### config.mk
export PLATFORM = sky130hd
export DESIGN_NAME = rf_sequencer
export DESIGN_NICKNAME = d
export VERILOG_FILES = /design/src/rtl/rf_sequencer_pkg.sv /design/src/rtl/rf_alu.sv /design/src/rtl/rf_sequencer.sv
export SDC_FILE = /design/constraint.sdc
export NUM_CORES = 1
export LEC_CHECK = 0
export CAP_MARGIN = 10
export CORE_MARGIN = 1.5
export CORE_UTILIZATION = 52
export CTS_CLUSTER_DIAMETER = 50
export CTS_CLUSTER_SIZE = 25
export DETAILED_ROUTE_END_ITERATION = 8
export HOLD_SLACK_MARGIN = 0.1
export PLACE_DENSITY = 0.77
export REMOVE_ABC_BUFFERS = 1
export SLEW_MARGIN = 20
export SYNTH_ARGS = -nofsm -noshare
export SYNTH_HDL_FRONTEND = slang
export SYNTH_SLANG_ARGS = --single-unit
### constraint.sdc
create_clock -name clk -period 3.25 [get_ports clk]
set_clock_uncertainty 0.05 [all_clocks]
set_input_delay 0.325 -clock clk [delete_from_list [all_inputs] [get_ports clk]]
set_output_delay 0.325 -clock clk [all_outputs]
set_load 0.02 [all_outputs]
### src/rtl/rf_sequencer_pkg.sv
// Shared types and constants for the register-file sequencer and its ALU.
package rf_sequencer_pkg;

  localparam int DATA_W  = 16;
  localparam int RADDR_W = 3;
  localparam int IMM_W   = 8;

  typedef enum logic [1:0] {
    OP_MOVI = 2'b00,
    OP_MOV  = 2'b01,
    OP_ADD  = 2'b10,
    OP_AND  = 2'b11
  } op_e;

  typedef enum logic [2:0] {
    IDLE,
    RDA,
    RDB,
    WB,
    DONE
  } state_e;

  typedef struct packed {
    op_e                op;
    logic [RADDR_W-1:0] rd;
    logic [RADDR_W-1:0] rn;
    logic [RADDR_W-1:0] rm;
    logic [IMM_W-1:0]   imm;
  } cmd_t;

  typedef struct packed {
    logic v;
    logic n;
    logic z;
  } flags_t;

endpackage

### src/rtl/rf_alu.sv
// Combinational datapath: computes the write-back value and {V,N,Z} for one opcode.
module rf_alu
  import rf_sequencer_pkg::*;
(
  input  op_e               op,
  input  logic [DATA_W-1:0] a,
  input  logic [DATA_W-1:0] b,
  input  logic [IMM_W-1:0]  imm,
  output logic [DATA_W-1:0] result,
  output flags_t            flags
);

  // NOTE: every output gets a default first so no path through the case infers a latch.
  always_comb begin
    result  = '0;
    flags.v = 1'b0;
    unique case (op)
      OP_MOVI: result = {{(DATA_W-IMM_W){imm[IMM_W-1]}}, imm};
      OP_MOV:  result = b;
      OP_ADD: begin
        result  = a + b;
        // Overflow: like-signed operands producing an oppositely-signed sum.
        flags.v = (a[DATA_W-1] == b[DATA_W-1]) && (result[DATA_W-1] != a[DATA_W-1]);
      end
      OP_AND:  result = a & b;
      default: result = '0;
    endcase
    flags.n = result[DATA_W-1];
    flags.z = (result == '0);
  end

endmodule

### src/rtl/rf_sequencer.sv
// Multi-cycle command sequencer: reads up to two operands from an external
// register file, computes through rf_alu, and writes back one result per command.
module rf_sequencer
  import rf_sequencer_pkg::*;
(
  input  logic               clk,
  input  logic               reset_n,
  input  logic               cmd_valid,
  output logic               cmd_ready,
  input  logic [1:0]         cmd_op,
  input  logic [RADDR_W-1:0] cmd_rd,
  input  logic [RADDR_W-1:0] cmd_rn,
  input  logic [RADDR_W-1:0] cmd_rm,
  input  logic [IMM_W-1:0]   cmd_imm,
  output logic [RADDR_W-1:0] rf_readnum,
  input  logic [DATA_W-1:0]  rf_rdata,
  output logic [RADDR_W-1:0] rf_writenum,
  output logic               rf_write,
  output logic [DATA_W-1:0]  rf_wdata,
  output logic               done,
  output logic [2:0]         flags
);

  state_e            state_q, state_d;
  cmd_t              cmd_q;
  logic [DATA_W-1:0] a_q, b_q;
  flags_t            flags_q;
  logic [DATA_W-1:0] alu_result;
  flags_t            alu_flags;

  rf_alu u_alu (
    .op     (cmd_q.op),
    .a      (a_q),
    .b      (b_q),
    .imm    (cmd_q.imm),
    .result (alu_result),
    .flags  (alu_flags)
  );

  // NOTE: state uses non-blocking assignments and a reset sampled on the clock edge.
  always_ff @(posedge clk) begin
    if (!reset_n) state_q <= IDLE;
    else          state_q <= state_d;
  end

  always_ff @(posedge clk) begin
    if (!reset_n) begin
      cmd_q   <= '0;
      a_q     <= '0;
      b_q     <= '0;
      flags_q <= '0;
    end else begin
      if (state_q == IDLE && cmd_valid)
        cmd_q <= '{op: op_e'(cmd_op), rd: cmd_rd, rn: cmd_rn, rm: cmd_rm, imm: cmd_imm};
      if (state_q == RDA) a_q <= rf_rdata;
      if (state_q == RDB) b_q <= rf_rdata;
      if (state_q == WB)  flags_q <= alu_flags;
    end
  end

  always_comb begin
    state_d = state_q;
    unique case (state_q)
      IDLE: begin
        if (cmd_valid) begin
          unique case (op_e'(cmd_op))
            OP_ADD, OP_AND: state_d = RDA;
            OP_MOV:         state_d = RDB;
            default:        state_d = WB;
          endcase
        end
      end
      RDA:     state_d = RDB;
      RDB:     state_d = WB;
      WB:      state_d = DONE;
      DONE:    state_d = IDLE;
      default: state_d = IDLE;
    endcase
  end

  // Moore outputs: only state and latched command/operands feed the register-file port.
  always_comb begin
    cmd_ready   = (state_q == IDLE);
    rf_readnum  = '0;
    rf_write    = 1'b0;
    rf_writenum = '0;
    rf_wdata    = '0;
    done        = 1'b0;
    unique case (state_q)
      RDA: rf_readnum = cmd_q.rn;
      RDB: rf_readnum = cmd_q.rm;
      WB: begin
        rf_write    = 1'b1;
        rf_writenum = cmd_q.rd;
        rf_wdata    = alu_result;
      end
      DONE:    done = 1'b1;
      default: ;
    endcase
  end

  assign flags = flags_q;

endmodule

==> results of run 1 <==
## routing by layer
metal | up-vias | GRT usage [%] | wire, µm
li1 | 1603 | - | -
met1 | 1568 | 33.8 | 4150
met2 | 98 | 43.3 | 4280
met3 | 19 | 3.83 | 415
met4 | 0 | 13.0 | 236
met5 | - | 0 | 0
## registers in the layout (all words and copies together), names as in the netlist
register,cells
cmd_q,19
flags,3
a_q,16
state_q,3
b_q,16
## logic make-up (layout without fill, tap and decap cells)
logic type,count (synthesis),in the layout
simple gates,182,182
compound gates,116,116
flops,57,57
buf+inv,29,97
fa+ha+maj,17,17
xor+xnor,12,12
mux,10,10
## area by class of cell
class | count | share of cell area, %
Inverter | 5 | 0.426
Sequential cell | 57 | 25.9
Multi-Input combinational cell | 337 | 51.0
Clock buffer | 9 | 2.81
Tap cell | 77 | 2.19
Timing Repair Buffer | 76 | 16.1
Clock inverter | 7 | 1.62
## tightest hold or removal path, delay by kind of cell, from the launching register on
kind	cells	cell delay [ps]
flip-flops	1	310
AO/OA/AOI/OAI	1	50
AND/OR/NAND/NOR	1	50
## how the worst min path moves through the flow
stage | from | to | slack, ps | cells past startpoint
finish | cmd_q[16]$_SDFFE_PN0P_ | cmd_q[16]$_SDFFE_PN0P_ | 400 | 2
global route | cmd_q[9]$_SDFFE_PN0P_ | cmd_q[9]$_SDFFE_PN0P_ | 430 | 2
CTS | cmd_q[9]$_SDFFE_PN0P_ | cmd_q[9]$_SDFFE_PN0P_ | 410 | 2
detailed placement | cmd_q[9]$_SDFFE_PN0P_ | cmd_q[9]$_SDFFE_PN0P_ | 400 | 2
global placement | cmd_q[14]$_SDFFE_PN0P_ | cmd_q[14]$_SDFFE_PN0P_ | 390 | 2
floorplan | cmd_q[14]$_SDFFE_PN0P_ | cmd_q[14]$_SDFFE_PN0P_ | 380 | 2
## report_power, final
part           internal [µW]  total, µW  switching (µW)
Sequential               747        788            40.5
Combinational            179        398             218
Clock                    352        662             311
## cell usage after synthesis (all sizes together) (2+ instances only)
cell type,count
nand2b,4
ha,16
xnor2,8
xor2,4
a31oi,7
a22o,3
nor3b,3
mux2i,2
buf,3
mux4,7
o21a,2
nand2,116
nor2b,6
o21ai,5
a21o,6
nand4,3
clkbuf,21
nand3,5
and3,5
nor2,12
o221ai,2
a21oi,24
nor4,2
a211o,3
o211ai,2
and2,15
inv,5
dfxtp,57
a221oi,5
a21boi,53
nor3,4
## per-stage QoR
| stage | setup TNS [ps] | instances | util, % | hold WS [ps] |
|---|---|---|---|---|
| floorplan | 0 | 399 | - | 380 |
| global route | -64.5 | 568 | 69.0 | 426 |
| detailed placement | -96.6 | 551 | 65.5 | 397 |
| finish | 0 | 568 | 69.0 | 402 |
| CTS | 0 | 567 | 68.8 | 408 |
| global placement | -4.57 | 551 | 65.5 | 386 |
## repair_timing
action	4_1_cts	5_1_grt
pin swaps	2	6
endpoints found under the setup margin	11	9
gates resized for setup	27	14
setup buffers	0	1
==> results.py, run 1 <==
metrics = {
    "clock_tree": {
        "clkSlewWorstSetupHoldPaths_ps": 80,
        "clock-sinks": 57,
        "cts_buffers": 9,
        "cts_tree": "built",
        "ctsRootBufferMaster": "clkbuf_8",
        "worst_skew_pair.late_latency_ps": 350,
        "clockBufferDepth": 2,
        "hold_buffers": 0,
        "htreeDepth": 3,
    },
    "floorplanning": {
        "die_height_um": 84.5,
        "start_util_pct": 54.1,
        "die_area_um2": 7140,
        "ios": 66,
        "design.core.area_um2": 6390,
        "die_w_um": 84.5,
        "row_count": 29,
    },
    "logic_synthesis": {
        "synth-simple-area-share_pct": 24.8,
        "yosys-top-cells-area": "dfxtp_1 (33%), nand2_1 (13%), a21boi_1 (7.8%), ha_1 (5.8%), mux4_2 (3.9%)",
        "yosys_most_used_dff": "dfxtp_1",
        "synth_cell_types": 54,
        "syn_area_per_cell_um2": 8.16,
        "synth.area.mux_share_pct": 5.58,
        "synth_top_family_by_area": "simple AND/OR/NAND/NOR gates",
        "synth_top_area_share_pct": 33.1,
        "synth_area_leader_cell": "dfxtp_1",
        "synth-xor-area-share_pct": 3.04,
        "synth-adder-area-share_pct": 6.38,
        "synth_edf_count": 0,
        "syn_area_um2": 3450,
        "synth_compound_area_share_pct": 23.8,
        "synth_cells": 423,
        "ys_seq_area_share_pct": 33.1,
        "async_reset_ff_share_pct": 0,
        "ys_warn_count": 0,
        "ys_ff_latch": 57,
    },
    "finish": {
        "diodes": 0,
        "design_area_um2": 4410,
        "final_common_cell": "nand2_1",
        "nets": 541,
        "seq_area_um2": 1140,
        "drive_gt1_share_pct": 12.0,
        "mostFrequentLayoutCells": "nand2_1 (115), dfxtp_1 (57), clkdlybuf4s50_1 (53)",
        "nFillCells": 530,
        "syn_to_final_growth_pct": 27.7,
        "multi_input_area_um2": 2250,
    },
    "sta": {
        "fmaxAchievable_mhz": 316,
        "rsz0062_at_grt": "yes",
        "final-hold-violation-count": 0,
        "period_needed_ps": 3160,
        "setup_slack_ps": 89.1,
        "relSlewSlack_pct": 53.3,
        "tightest_slew_ps": 698,
        "period_share_pct": 97.3,
        "slew_viol_final": 0,
        "setup_viol": 0,
    },
    "worst_setup_path": {
        "criticalPathCategory": "flip-flop to output pin",
        "crit_path_max_fanout": 3,
        "critPathRequiredTime_ps": 2870,
        "slowest_stage": "mux4_2",
        "r2r_slack_ps": 180,
        "crit_path_start_kind": "flip-flop",
        "cpPeakStageDelay_ps": 490,
        "crit_buf_inv": 2,
        "crit_chain": "ha_2 > fa_2 > a21o_1 > a221oi_2 > buf_4 > xnor2_1 > mux4_2 > and2_4 > buf_2",
        "critPathTopFamily": "adder cells",
        "worst_setup_path_end_kind": "output pin",
        "crit_start": "a_q[0]$_SDFFE_PN0P_",
        "worstPathArrival_ps": 2790,
        "reg2reg_from": "a_q[0]$_SDFFE_PN0P_",
        "timing.rr.end": "flags[0]$_SDFFE_PN0P_",
        "crit_end": "rf_wdata[6]",
        "r2r_cells": 11,
        "crit_cells": 9,
    },
    "place": {
        "place_area_um2": 4180,
        "gp_congestion": 0.956,
        "dpl_worst_slack_ps": -53.1,
        "post-dp-hpwl_um": 6320,
        "io_buffer_count": 65,
    },
    "worst_hold_path": {
        "holdCritPathClass": "flip-flop to flip-flop",
    },
    "global_routing": {
        "grt_max_degree": 57,
        "grtUsageTotal_pct": 26.3,
        "first_global_vias": 3166,
        "grt_antenna_before_repair": 0,
        "grt_remaining_overflow": 0,
        "grt_pass1_wl_um": 15000,
    },
    "drt": {
        "ant_nets": 0,
        "wl_um": 9080,
        "drcViolationCount": 0,
        "viasPerCell": 5.79,
        "num_vias": 3288,
        "first_iter_violations": 246,
        "drt_pre_antenna_iters": 4,
        "routedWlPerCell_um": 16.0,
    },
    "power": {
        "cellLeakagePower_uw": 0.00184,
        "report.power.total_uw": 1850,
        "p_per_area_nw_per_um2": 419,
        "peakVddDrop_v": 0.000310,
    },
    "outcome": {
        "status": "finished, final reports clean",
    },
    "flow_run": {
        "maxCapViolCount": 0,
    },
}
Power figures use the tool's default switching activity.
==> run 2: changes to the inputs <==
Settings changed: REMOVE_ABC_BUFFERS 1 to unset.
==> results.py, run 2 (synthesized netlist as in run 1, its figures left out) <==
metrics = {
    "worst_setup_path": {
        "critPathRequiredTime_ps": 2870,
        "criticalPathCategory": "flip-flop to output pin",
        "crit_path_max_fanout": 3,
        "worst_setup_path_end_kind": "output pin",
        "worstPathArrival_ps": 2820,
        "crit_path_start_kind": "flip-flop",
    },
    "place": {
        "io_buffer_count": 65,
        "gp_congestion": 0.958,
        "post-dp-hpwl_um": 6670,
    },
    "sta": {
        "setup_viol": 0,
        "slew_viol_final": 0,
        "rsz0062_at_grt": "yes",
        "fmaxAchievable_mhz": 313,
        "relSlewSlack_pct": 52.3,
        "final-hold-violation-count": 0,
        "period_share_pct": 98.2,
        "tightest_slew_ps": 715,
        "period_needed_ps": 3190,
        "fin_tns_setup_ps": 0,
    },
    "clock_tree": {
        "htreeDepth": 3,
        "worst_skew_pair.late_latency_ps": 350,
        "ctsRootBufferMaster": "clkbuf_8",
        "clockBufferDepth": 2,
        "clkSlewWorstSetupHoldPaths_ps": 80,
        "clock-sinks": 57,
        "cts_tree": "built",
        "hold_buffers": 0,
        "cts_buffers": 9,
    },
    "power": {
        "p_per_area_nw_per_um2": 418,
        "internal_power_uw": 1290,
        "report.power.total_uw": 1880,
        "peakVddDrop_v": 0.000310,
        "p_seq_share_pct": 42.0,
        "p_switching_uw": 592,
        "cellLeakagePower_uw": 0.00185,
        "p_comb_share_pct": 21.7,
        "clkPwrFrac_pct": 36.4,
        "p_sw_share_pct": 31.4,
    },
    "floorplanning": {
        "die_height_um": 84.5,
        "die_area_um2": 7140,
        "start_util_pct": 54.1,
        "die_w_um": 84.5,
        "row_count": 29,
        "ios": 66,
        "design.core.area_um2": 6390,
    },
    "finish": {
        "diodes": 0,
        "syn_to_final_growth_pct": 30.7,
        "max_flop_register": "cmd_q",
        "nets": 546,
        "largest_register_ffs": 19,
        "reg.largest.list": "cmd_q (19), a_q (16), b_q (16)",
        "final_common_cell": "nand2_1",
        "drive_gt1_share_pct": 14.5,
        "mostFrequentLayoutCells": "nand2_1 (114), dfxtp_1 (54), clkdlybuf4s50_1 (53)",
    },
    "drt": {
        "drt_pre_antenna_iters": 5,
        "num_vias": 3322,
        "drcViolationCount": 0,
        "first_iter_violations": 250,
        "wl_um": 9290,
        "viasPerCell": 5.80,
        "routedWlPerCell_um": 16.2,
        "ant_nets": 0,
    },
    "worst_hold_path": {
        "holdCritPathClass": "flip-flop to flip-flop",
    },
    "global_routing": {
        "grt_remaining_overflow": 0,
        "first_global_vias": 3288,
        "grtUsageTotal_pct": 28.1,
        "grt_max_degree": 57,
        "grt_antenna_before_repair": 0,
        "grt_pass1_wl_um": 15800,
    },
    "flow_run": {
        "maxCapViolCount": 0,
    },
    "logic_synthesis": {
        "synthesis.nets": 478,
    },
    "outcome": {
        "status": "finished, final reports clean",
    },
}
==> run 2: cell types whose count changed in the layout (fill, tap and decap cells not counted), sizes merged <==
cell and delta:
clkinvlp -1, dlygate4sd2 +1, buf +5, inv +3, clkinv -2, dlymetal6s2s -1
==> run 2: worst paths after layout <==
check / start / endpoint / slack [ps] / cells after the start
setup / recovery: b_q[0]$_SDFFE_PN0N_ / rf_wdata[10] / 60 / 11
hold / removal: cmd_q[14]$_SDFFE_PN0P_ / cmd_q[14]$_SDFFE_PN0P_ / 400 / 2
setup reg to reg: b_q[0]$_SDFFE_PN0N_ / flags[0]$_SDFFE_PN0P_ / 120 / 11
hold reg to reg: cmd_q[14]$_SDFFE_PN0P_ / cmd_q[14]$_SDFFE_PN0P_ / 400 / 2
==> run 2: routing by layer <==
metal / GRT usage (%) / vias to the layer above / wire length [µm]
li1: - / 1620 / -
met1: 36.8 / 1561 / 4210
met2: 44.4 / 112 / 4240
met3: 5.51 / 29 / 540
met4: 13.8 / 0 / 303
met5: 0 / - / 0
==> run 2: worst max-delay path, cell delays in order (launching register included) <==
cell	delay [ps]
dfxtp_2	340
ha_4	170
fa_2	400
a21o_1	210
a221oi_4	240
buf_4	150
o21ai_2	60
a21o_1	160
a211o_1	280
a31oi_4	190
a21oi_2	70
buf_4	170
==> run 2: power by group through the flow <==
stage	Clock (µW)	Combinational (µW)	Sequential, µW
after floorplan	0	262	787
after global placement	0	386	801
after detailed placement	0	391	805
after CTS	693	397	789
after global routing	726	450	798
final	685	408	790
==> run 2: final cells by class <==
class | count | area (µm²)
Multi-Input combinational cell | 337 | 2310
Fill cell | 530 | 1880
Sequential cell | 57 | 1140
Timing Repair Buffer | 81 | 744
Clock buffer | 9 | 124
Tap cell | 77 | 96.3
Clock inverter | 7 | 76.3
Inverter | 5 | 18.8
==> run 2: metrics by stage <==
stage	setup WS, ps	instance area, µm²	cells	util (%)	hold slack [ps]
after detailed placement	-59.4	4190	552	65.6	395
after global placement	-9.88	4190	552	65.6	388
final	59.0	4510	573	70.6	404
after floorplan	337	3450	423	-	380
after global routing	-54.5	4510	573	70.6	429
after CTS	18.4	4420	570	69.2	405
==> run 2: repair_timing <==
item | CTS | global route
gates resized for setup | 30 | 23
pin swaps | 3 | 13
buffers inserted | 2 | 3
endpoints found under the setup margin | 12 | 9
